<file path="src/rtl/bcd_to_7segment_pkg.sv">
// Shared seven-segment types and glyph constants (bit 6 = a ... bit 0 = g).
package seg7_pkg;

  typedef logic [6:0] seg7_t;

  localparam seg7_t SEG_DIGIT_0 = 7'b1111110;
  localparam seg7_t SEG_DIGIT_1 = 7'b0110000;
  localparam seg7_t SEG_DIGIT_2 = 7'b1101101;
  localparam seg7_t SEG_DIGIT_3 = 7'b1111001;
  localparam seg7_t SEG_DIGIT_4 = 7'b0110011;
  localparam seg7_t SEG_DIGIT_5 = 7'b1011011;
  localparam seg7_t SEG_DIGIT_6 = 7'b1011111;
  localparam seg7_t SEG_DIGIT_7 = 7'b1110000;
  localparam seg7_t SEG_DIGIT_8 = 7'b1111111;
  localparam seg7_t SEG_DIGIT_9 = 7'b1111011;
  localparam seg7_t SEG_BLANK   = 7'b0000000;

endpackage

</file>
<file path="src/rtl/bcd_to_7segment_decode.sv">
// Combinational BCD to segment pattern decode; codes 10-15 (and X/Z) blank with invalid flag.
module bcd_seg_decode
  import seg7_pkg::*;
(
  input  logic [3:0] i_bcd,
  output logic [6:0] o_seg,
  output logic       o_invalid
);

  always_comb begin
    o_seg     = SEG_BLANK;
    o_invalid = 1'b0;
    case (i_bcd)
      4'd0:    o_seg = SEG_DIGIT_0;
      4'd1:    o_seg = SEG_DIGIT_1;
      4'd2:    o_seg = SEG_DIGIT_2;
      4'd3:    o_seg = SEG_DIGIT_3;
      4'd4:    o_seg = SEG_DIGIT_4;
      4'd5:    o_seg = SEG_DIGIT_5;
      4'd6:    o_seg = SEG_DIGIT_6;
      4'd7:    o_seg = SEG_DIGIT_7;
      4'd8:    o_seg = SEG_DIGIT_8;
      4'd9:    o_seg = SEG_DIGIT_9;
      default: begin
        o_seg     = SEG_BLANK;
        o_invalid = 1'b1;
      end
    endcase
  end

endmodule

</file>
<file path="src/rtl/bcd_to_7segment.sv">
// Registered BCD to seven-segment decoder with error flag.
// Define SEG_ACTIVE_LOW_EN for common-anode (inverted) segment outputs.
module bcd_to_7segment
  import seg7_pkg::*;
(
  input  logic       clk,
  input  logic       rst,
  input  logic [3:0] BCD,
  output logic       a,
  output logic       b,
  output logic       c,
  output logic       d,
  output logic       e,
  output logic       f,
  output logic       g,
  output logic       error
);

  logic [6:0] w_seg;
  logic       w_invalid;
  logic [6:0] w_seg_drive;
  logic [6:0] w_seg_off;
  logic [6:0] r_seg;
  logic       r_error;

  bcd_seg_decode u_decode (
    .i_bcd     (BCD),
    .o_seg     (w_seg),
    .o_invalid (w_invalid)
  );

  // Polarity is applied before the register so pads see a clean flop output.
`ifdef SEG_ACTIVE_LOW_EN
  assign w_seg_drive = ~w_seg;
  assign w_seg_off   = ~SEG_BLANK;
`else
  assign w_seg_drive = w_seg;
  assign w_seg_off   = SEG_BLANK;
`endif

  always_ff @(posedge clk) begin
    if (rst) begin
      r_seg   <= w_seg_off;
      r_error <= 1'b0;
    end else begin
      r_seg   <= w_seg_drive;
      r_error <= w_invalid;
    end
  end

  assign a     = r_seg[6];
  assign b     = r_seg[5];
  assign c     = r_seg[4];
  assign d     = r_seg[3];
  assign e     = r_seg[2];
  assign f     = r_seg[1];
  assign g     = r_seg[0];
  assign error = r_error;

endmodule

</file>
<file path="config.mk">
export PLATFORM = sky130hd
export DESIGN_NAME = bcd_to_7segment
export DESIGN_NICKNAME = d
export VERILOG_FILES = /design/src/rtl/bcd_to_7segment_pkg.sv /design/src/rtl/bcd_to_7segment_decode.sv /design/src/rtl/bcd_to_7segment.sv
export SDC_FILE = /design/constraint.sdc
export NUM_CORES = 1
export LEC_CHECK = 0
export BUFFER_PORTS_ARGS = -buffer_cell sky130_fd_sc_hd__buf_2
export CAP_MARGIN = 40
export CORE_AREA = 2 2 39 41
export CTS_BUF_LIST = sky130_fd_sc_hd__clkbuf_8
export DETAILED_ROUTE_END_ITERATION = 6
export DIE_AREA = 0 0 41 43
export HOLD_SLACK_MARGIN = 0.03
export SYNTH_ARGS = -nofsm -noshare
export SYNTH_HDL_FRONTEND = slang
export SYNTH_SLANG_ARGS = --single-unit
</file>
<file path="constraint.sdc">
create_clock -name clk -period 1.8 [get_ports clk]
set_input_delay 0.27 -clock clk [delete_from_list [all_inputs] [get_ports clk]]
set_output_delay 0.27 -clock clk [all_outputs]
set_load 0.1 [all_outputs]
</file>
# [After elaboration in Yosys (flattened, before gate mapping)]
# Cells that the tools add are included.
[op_classes] mux=2 n_eq_ne=9 reduce_logical=2
[ops] op="case mux 7 bit (10 select lines)" n=1
[ops] op="equality test 4 x 3 -> 1 bit (second input constant)" n=4
[ops] op="OR reduction 10 bit" n=1
[ops] op="equality test 4 x 2 -> 1 bit (second input constant)" n=2
[ops] op="equality test 4 bit (second input constant)" n=2
[ops] op="equality test 4 x 1 -> 1 bit (second input constant)" n=1
[ops] op="zero test 4 bit" n=1
[ops] op="2-to-1 mux 1 bit" n=1
[totals] ff_bits=8 output_inout_bits=8

# [Longest topological paths before layout]
# Gate-level depths: netlist of run 1.
[logic_depth] depth_word=3 ltp_mapped=4 ltp_nobuf=3

# [Hierarchy]
# Synthesis of run 1 repeated with hierarchy kept, for this count alone.
[unflattened] cells_unflattened=37 area_unflattened_um2=361.6
[modules_own_cells] mod="bcd_to_7segment" area_per_inst_um2=210.2 instances=1 seq_area_each_um2=160.2 cells_each=16
[modules_own_cells] mod="bcd_seg_decode" area_per_inst_um2=151.4 instances=1 seq_area_each_um2=0.0 cells_each=21

# [Worst setup path before layout of run 1]
# Ideal clock, no wire load.
[synth_timing] path_type="flip-flop to output port" startpoint="reg r_seg[6]" endpoint="out a" stages_incl_launch_ff=1 path_slack_ns=0.621 required_ns=1.530 arrival_ns=0.909 cell_sequence="dfxtp_1"
[synth_lines] element="start: declaration" line_no="bcd_to_7segment.sv:23" rtl="logic [6:0] r_seg;"
[synth_lines] element="start signal: assignment" line_no="bcd_to_7segment.sv:43" rtl="r_seg <= w_seg_off;"
[synth_lines] element="start signal: assignment" line_no="bcd_to_7segment.sv:46" rtl="r_seg <= w_seg_drive;"
[synth_lines] element="end: declaration" line_no="bcd_to_7segment.sv:9" rtl="output logic a,"
# No word-level cell between the ends.

# [Final worst setup path of run 1]
[layout_timing] startpoint="reg r_seg[0]" endpoint="out g"
[layout_lines] element="end: declaration" line_no="bcd_to_7segment.sv:15" rtl="output logic g,"
# No word-level cell between the ends.

==> results.sh, run 1 <==
export IMPL_worst_slew_pin_slew_ns=0.486
export IMPL_diodes=0
export IMPL_ys_seq_area_share_pct=43.0
export IMPL_min_period_ns=1.20
export IMPL_drt_wl_total_um=723
export IMPL_whs_endpoint="r_seg[3]$_SDFF_PP0_"
export IMPL_track_usage_pct=9.73
export IMPL_drt_iter0_markers=8
export IMPL_holdCritStartpoint="rst"
export IMPL_syn_to_final_growth_pct=23.8
export IMPL_core_um2=1380
export IMPL_drt_first_pass_iters=4
export IMPL_avgSynthCellArea_um2=9.32
export IMPL_cp_top_family="buffers and inverters"
export IMPL_synth_top_area_share_pct=43.0
export IMPL_drive_gt1_share_pct=34.6
export IMPL_cts_root_buf="clkbuf_8"
export IMPL_postRouteAntennaNets=0
export IMPL_cp_buffers_inverters=1
export IMPL_place_hpwl_um=451
export IMPL_vias=316
export IMPL_die_h_um=43
export IMPL_wl_per_cell_um=10.6
export IMPL_hold_depth=2
export IMPL_post_cts_setup_buffers=0
export IMPL_num_rows=14
export IMPL_synth_edf_count=0
export IMPL_synth_area_leaders="dfxtp_1, a21o_1, buf_6, nor2_1, a21oi_1"
export IMPL_hold_class="in2reg"
export IMPL_grt_max_degree=15
export IMPL_synthArstFlopShare_pct=0
export IMPL_antenna_found_initial=0
export IMPL_fp_dieW_um=41
export IMPL_tns_ns=0
export IMPL_clock_fmax_ghz=0.831
export IMPL_io_pins=14
export IMPL_status="completed"
export IMPL_cp_slowest_cell="buf_2"
export IMPL_cts_buffer_depth=2
export IMPL_cts_sinks=8
export IMPL_syn_nets=46
export IMPL_cp_arrival_ns=0.93
export IMPL_p_sw_mw=0.187
export IMPL_cap_violations=0
export IMPL_first_global_vias=232
export IMPL_synthCells=40
export IMPL_grt_pass1_wl_um=1060
export IMPL_synth_cell_types=19
export IMPL_cpPeakStageDelay_ns=0.41
export IMPL_rsz0062_at_grt="no"
export IMPL_cp_start_kind="flip-flop"
export IMPL_p_sw_share_pct=34.0
export IMPL_cts_resized_gates=0
export IMPL_viasPerCell=4.65
export IMPL_htreeDepth=1
export IMPL_cts_buffers=3
export IMPL_cp_max_fo=1
export IMPL_syn_area_um2=373
export IMPL_io_buffers=13
export IMPL_overflow=0
export IMPL_comb_power_share_pct=26.8
export IMPL_synthFlopType="dfxtp_1"
export IMPL_power_share_sequential_pct=34.9
export IMPL_path_clk_slew_ns=0.04
export IMPL_yosysWarnings=0
export IMPL_drcViolationCount=0
export IMPL_intPower_mw=0.362
export IMPL_dieArea_um2=1760
export IMPL_stdcell_count=68
export IMPL_dp_cells=65
export IMPL_critPathKind="reg2out"
export IMPL_setup_viol=0
export IMPL_finalMaxSlewViolations=0
export IMPL_cp_required_ns=1.53
export IMPL_slew_headroom_pct=67.8
export IMPL_gp_congestion=0.641
export IMPL_finalHoldViolCount=0
export IMPL_hold_buffers=0
export IMPL_ir_drop_v=0.000283
export IMPL_ys_ff_latch=8
export IMPL_initial_core_util_pct=26.9
export IMPL_final_period_utilization_pct=66.8
export IMPL_end_kind="output port"
export IMPL_p_clk_share_pct=38.3
export IMPL_cts_tree="done"
export IMPL_power_leakage_nw=0.222
export IMPL_cellPowerDensity_nw_per_um2=1190
export IMPL_path_cells="buf_2"
export IMPL_fin_nets=60
export IMPL_yosys_area_top_type="dfxtp_1"
-- how the worst max path moves through the flow --
stage,to,depth (start not counted),startpoint
final,g,1,r_seg[0]$_SDFF_PP0_
after detailed placement,r_seg[3]$_SDFF_PP0_,4,BCD[1]
after global routing,e,1,r_seg[2]$_SDFF_PP0_
after CTS,c,1,r_seg[4]$_SDFF_PP0_
after global placement,r_seg[3]$_SDFF_PP0_,4,BCD[1]
after floorplan,a,0,r_seg[6]$_SDFF_PP0_
-- Yosys cell counts, types with 2 or more instances --
library cell / instances
o21ai_0: 2
buf_6: 2
buf_4: 2
dfxtp_1: 8
nand2b_1: 2
nor2_1: 5
nand2_1: 2
a21o_1: 4
a21oi_1: 3
-- sequential cells by signal, indices dropped and copies added (netlist names) --
| register | count |
|---|---|
| error | 1 |
| r_seg | 7 |
-- metal layers --
metal,GRT usage (%),part of all wire [%],up-vias
met5,0,0,-
met4,12.0,1.9,0
met3,3.14,6.1,2
met2,9.06,42,11
met1,14.1,50,138
li1,-,-,165
-- power groups by stage --
stage          combinational (mW)  clock [mW]  sequential, mW
2_1_floorplan              0.0422           0           0.282
3_3_place_gp                0.146           0           0.195
3_5_place_dp                0.147           0           0.195
4_1_cts                     0.147       0.217           0.192
5_1_grt                     0.155       0.227           0.193
6_report                    0.147       0.210           0.192
-- cells in the final DEF (no fill, tap or decap), drive strengths merged --
cell    synthesis  final
a221oi          1      1
o21ai           3      3
clkbuf          0      3
a21o            4      4
nand2b          2      2
nand2           2      2
nor2b           1      1
nor3            1      1
dfxtp           8      8
nor2            5      5
o21bai          1      1
a21oi           3      3
a211oi          2      2
inv             1      1
o22a            1      1
o32a            1      1
buf             4     13
-- logic make-up after synthesis --
group / Yosys count / share of synthesized area, %
AOI/OAI and AO/OA: 16 / 32.5
buffers and inverters: 5 / 11.1
DFF: 8 / 43.0
and+or+nand+nor: 11 / 13.4
-- stage by stage --
step | power [mW] | utilization, % | area [um^2] | hold WS (ns) | worst slack (ns)
floorplan | 0.324 | - | 373 | 0.335 | 0.621
global placement | 0.341 | 30.4 | 420 | 0.537 | 0.758
detailed placement | 0.342 | 30.4 | 420 | 0.535 | 0.748
CTS | 0.556 | 33.4 | 462 | 0.301 | 0.584
global route | 0.575 | 33.4 | 462 | 0.318 | 0.556
finish | 0.550 | 33.4 | 462 | 0.306 | 0.597
-- layout make-up --
type | instances | area (um^2)
fillers | 144 | 922
multi-input cells | 27 | 171
flip-flops and latches | 8 | 160
repair buffers | 13 | 65.1
clock buffers | 3 | 41.3
well taps | 16 | 20.0
inverters | 1 | 3.75
Power figures use the tool's default switching activity.
==> run 2: changes to the inputs <==
- clock period: 1.8 -> 1.1 ns (I/O delays scaled with it)
==> results.sh, run 2 (synthesis results as in run 1) <==
export IMPL_grt_max_degree=15
export IMPL_final_period_utilization_pct=84.9
export IMPL_rsz0062_at_grt="no"
export IMPL_io_buffers=13
export IMPL_grt_pass1_wl_um=1270
export IMPL_cpPeakStageDelay_ns=0.36
export IMPL_syn_to_final_growth_pct=56.0
export IMPL_cap_violations=0
export IMPL_core_um2=1380
export IMPL_dieArea_um2=1760
export IMPL_drt_first_pass_iters=3
export IMPL_cts_sinks=8
export IMPL_path_clk_slew_ns=0.04
export IMPL_status="completed"
export IMPL_hold_buffers=0
export IMPL_min_period_ns=0.934
export IMPL_cp_slowest_cell="dfxtp_1"
export IMPL_cellPowerDensity_nw_per_um2=1670
export IMPL_cts_buffers=3
export IMPL_power_leakage_nw=0.253
export IMPL_cp_buffers_inverters=1
export IMPL_end_kind="output port"
export IMPL_cp_required_ns=0.94
export IMPL_cts_resized_gates=0
export IMPL_regMostFlops="r_seg"
export IMPL_drt_wl_total_um=741
export IMPL_clock_fmax_ghz=1.07
export IMPL_antenna_found_initial=0
export IMPL_worst_slew_pin_slew_ns=0.236
export IMPL_drive_gt1_share_pct=34.6
export IMPL_overflow=0
export IMPL_num_rows=14
export IMPL_gp_congestion=0.682
export IMPL_place_hpwl_um=526
export IMPL_totalPowerFinal_mw=0.971
export IMPL_critPathKind="reg2out"
export IMPL_first_global_vias=275
export IMPL_io_pins=14
export IMPL_drcViolationCount=0
export IMPL_fillCellCount=130
export IMPL_setup_viol=0
export IMPL_hold_class="in2reg"
export IMPL_timing_hold_ws_ns=0.202
export IMPL_cp_top_family="flip-flops"
export IMPL_postRouteAntennaNets=0
export IMPL_track_usage_pct=11.9
export IMPL_die_h_um=43
export IMPL_finalMaxSlewViolations=0
export IMPL_slew_headroom_pct=84.1
export IMPL_diodes=0
export IMPL_ir_drop_v=0.000547
export IMPL_cts_buffer_depth=2
export IMPL_vias=328
export IMPL_final_cell_mix="dfxtp_1, buf_12, nor2_1, buf_2, a21o_1"
export IMPL_initial_core_util_pct=26.9
export IMPL_cp_start_kind="flip-flop"
export IMPL_cp_max_fo=1
export IMPL_fin_nets=60
export IMPL_viasPerCell=4.82
export IMPL_cts_root_buf="clkbuf_8"
export IMPL_post_cts_setup_buffers=0
export IMPL_tns_ns=0
export IMPL_fp_dieW_um=41
export IMPL_finalHoldViolCount=0
export IMPL_cts_tree="done"
export IMPL_path_cells="buf_12"
export IMPL_cp_arrival_ns=0.77
export IMPL_drt_iter0_markers=6
export IMPL_htreeDepth=1
export IMPL_largest_register_ff_count=7
export IMPL_wl_per_cell_um=10.9
-- run 2: cell counts in the layout (fill, tap and decap cells not counted) --
Identical to the previous run, type by type.
-- run 2: cell type report --
class	count	area, um^2	share of cell area (%)
timing repair buffer	13	185	31.8
sequential	8	160	27.5
inverter	1	3.75	0.645
multi-input combinational	27	171	29.5
tap	16	20.0	3.44
clock buffer	3	41.3	7.10
-- run 2: per-layer routing --
metal	GRT usage, %	wire [um]
met1	14.2	357
met3	4.71	35
met5	0	0
met2	13.8	325
met4	14.0	22
-- run 2: stage by stage --
stage	util, %	cell area, um^2	instances	worst slack (ns)
6_report	42.0	582	68	0.166
5_1_grt	42.0	582	68	0.130
4_1_cts	42.0	582	68	0.152
3_5_place_dp	39.1	541	65	0.152
3_3_place_gp	39.1	541	65	0.164
2_1_floorplan	-	373	40	0.0260
-- run 2: final timing paths --
| check | startpoint | end | slack, ns | cells after the start |
|---|---|---|---|---|
| worst min-delay path | rst | r_seg[3]$_SDFF_PP0_ | 0.20 | 2 |
| worst max-delay path | r_seg[3]$_SDFF_PP0_ | d | 0.17 | 1 |
-- run 2: where the power goes --
part | internal, mW | switching, mW | leakage, nW | total, mW
registers | 0.311 | 0.0156 | 0.0664 | 0.327
logic | 0.105 | 0.194 | 0.165 | 0.299
clock network | 0.236 | 0.109 | 0.0216 | 0.345
==> run 3: changes to the inputs <==
- ABC_AREA: unset -> 1
- clock period: 1.1 -> 0.9 ns (I/O delays scaled with it)
==> results.sh, run 3 <==
export IMPL_die_h_um=43
export IMPL_cts_sinks=8
export IMPL_synth_edf_count=0
export IMPL_io_pins=14
export IMPL_fp_dieW_um=41
export IMPL_diodes=0
export IMPL_cts_buffer_depth=2
export IMPL_first_global_vias=282
export IMPL_critical_path_cell_count=1
export IMPL_synth_top_area_share_pct=43.8
export IMPL_timing_hold_ws_ns=0.119
export IMPL_path_clk_slew_ns=0.04
export IMPL_vias=330
export IMPL_clock_fmax_ghz=1.17
export IMPL_finalHoldViolCount=0
export IMPL_critPathKind="reg2out"
export IMPL_slew_headroom_pct=88.0
export IMPL_min_period_ns=0.858
export IMPL_syn_nets=52
export IMPL_synthArstFlopShare_pct=0
export IMPL_status="completed"
export IMPL_final_period_utilization_pct=95.3
export IMPL_cp_arrival_ns=0.72
export IMPL_path_cells="buf_12"
export IMPL_overflow=0
export IMPL_fin_nets=70
export IMPL_cts_tree="done"
export IMPL_synth_cell_types=15
export IMPL_dp_cells=75
export IMPL_tns_ns=0
export IMPL_cp_start_kind="flip-flop"
export IMPL_rsz0062_at_grt="no"
export IMPL_worst_slew_pin_slew_ns=0.179
export IMPL_hold_buffers=0
export IMPL_finalMaxSlewViolations=0
export IMPL_drt_wl_total_um=673
export IMPL_avgSynthCellArea_um2=7.94
export IMPL_initial_core_util_pct=26.4
export IMPL_ys_ff_latch=8
export IMPL_cp_required_ns=0.76
export IMPL_yosysWarnings=0
export IMPL_hold_depth=2
export IMPL_cts_root_buf="clkbuf_8"
export IMPL_cts_buffers=3
export IMPL_grt_pass1_wl_um=1100
export IMPL_setup_viol=0
export IMPL_totalPowerFinal_mw=1.18
export IMPL_cp_max_fo=1
export IMPL_cts_resized_gates=0
export IMPL_ys_seq_area_share_pct=43.8
export IMPL_antenna_found_initial=0
export IMPL_fillCellCount=131
export IMPL_hold_class="in2reg"
export IMPL_wl_per_cell_um=8.63
export IMPL_post_cts_setup_buffers=0
export IMPL_cpPeakStageDelay_ns=0.33
export IMPL_grt_max_degree=9
export IMPL_drt_first_pass_iters=4
export IMPL_cp_top_family="flip-flops"
export IMPL_ys_top_cells_by_count="dfxtp_1, nand2_1, nor2_1"
export IMPL_postRouteAntennaNets=0
export IMPL_cp_buffers_inverters=1
export IMPL_place_hpwl_um=551
export IMPL_synthCells=46
export IMPL_gp_congestion=0.837
export IMPL_drcViolationCount=0
export IMPL_synthFlopType="dfxtp_1"
export IMPL_drive_gt1_share_pct=53.2
export IMPL_largest_register_ff_count=7
export IMPL_htreeDepth=1
export IMPL_end_kind="output port"
export IMPL_yosysMostFrequentCell="dfxtp_1"
export IMPL_core_um2=1380
export IMPL_num_rows=14
export IMPL_cellPowerDensity_nw_per_um2=1900
export IMPL_ir_drop_v=0.000637
export IMPL_drt_iter0_markers=11
export IMPL_io_buffers=13
export IMPL_power_leakage_nw=0.292
export IMPL_yosys_area_top_type="dfxtp_1"
export IMPL_cp_slowest_cell="dfxtp_2"
export IMPL_viasPerCell=4.23
export IMPL_cap_violations=0
export IMPL_track_usage_pct=9.97
export IMPL_stdcell_count=78
export IMPL_synth_area_leaders="dfxtp_1, nand2_1, nor2_1, inv_1, nor2_4"
export IMPL_dieArea_um2=1760
export IMPL_syn_to_final_growth_pct=69.2
export IMPL_final_cell_mix="dfxtp_2, buf_12, nor2_1, nand2_1, inv_1"
export IMPL_regMostFlops="r_seg"
export IMPL_syn_area_um2=365
==> run 3: cell count changes in the layout (fill, tap and decap cells not counted), sizes merged, moves of 2 or more <==
cell    previous run  this run
a211oi             2         0
a21o               4         0
inv                1         7
nand2              2         7
nand2b             2         0
nand3              0         4
nor2               5        10
o21ai              3         1
==> run 3: cells by family (layout without fill, tap and decap cells) <==
logic type	Yosys count	after routing	share of synthesized area (%)
AND/OR/NAND/NOR	24	24	34.9
flip-flops	8	8	43.8
buffers and inverters	8	24	10.3
AO/OA/AOI/OAI	6	6	11.0
==> run 3: power breakdown <==
group	internal [mW]	total, mW	switching, mW
Combinational	0.125	0.364	0.239
Clock	0.288	0.409	0.121
Sequential	0.385	0.403	0.0178
==> run 3: final timing paths <==
| check | start | endpoint | slack [ns] |
|---|---|---|---|
| min | rst | r_seg[0]$_SDFF_PP0_ | 0.12 |
| max | r_seg[3]$_SDFF_PP0_ | d | 0.04 |
==> run 3: through the flow <==
| step | util (%) | setup WS (ns) | cell area [um^2] |
|---|---|---|---|
| 3_3_place_gp | 41.7 | 0.00814 | 577 |
| 4_1_cts | 44.7 | 0.0317 | 618 |
| 2_1_floorplan | - | 0.125 | 375 |
| 3_5_place_dp | 41.7 | -0.0238 | 577 |
| 5_1_grt | 44.7 | 0.0218 | 618 |
| 6_report | 44.7 | 0.0423 | 618 |
==> run 3: metal layers <==
| metal | global-route usage (%) | up-vias | wire [um] |
|---|---|---|---|
| met3 | 3.66 | 2 | 68 |
| met4 | 12.0 | 0 | 22 |
| met2 | 14.1 | 16 | 306 |
| met5 | 0 | - | 0 |
| met1 | 9.42 | 137 | 275 |
| li1 | - | 175 | - |
==> run 3: final cells by class <==
class / count / area (um^2) / share of cell area, %
Timing Repair Buffer: 14 / 193 / 31.2
Sequential cell: 8 / 170 / 27.5
Multi-Input combinational cell: 30 / 168 / 27.1
Clock buffer: 3 / 41.3 / 6.68
Inverter: 7 / 26.3 / 4.25
Tap cell: 16 / 20.0 / 3.24
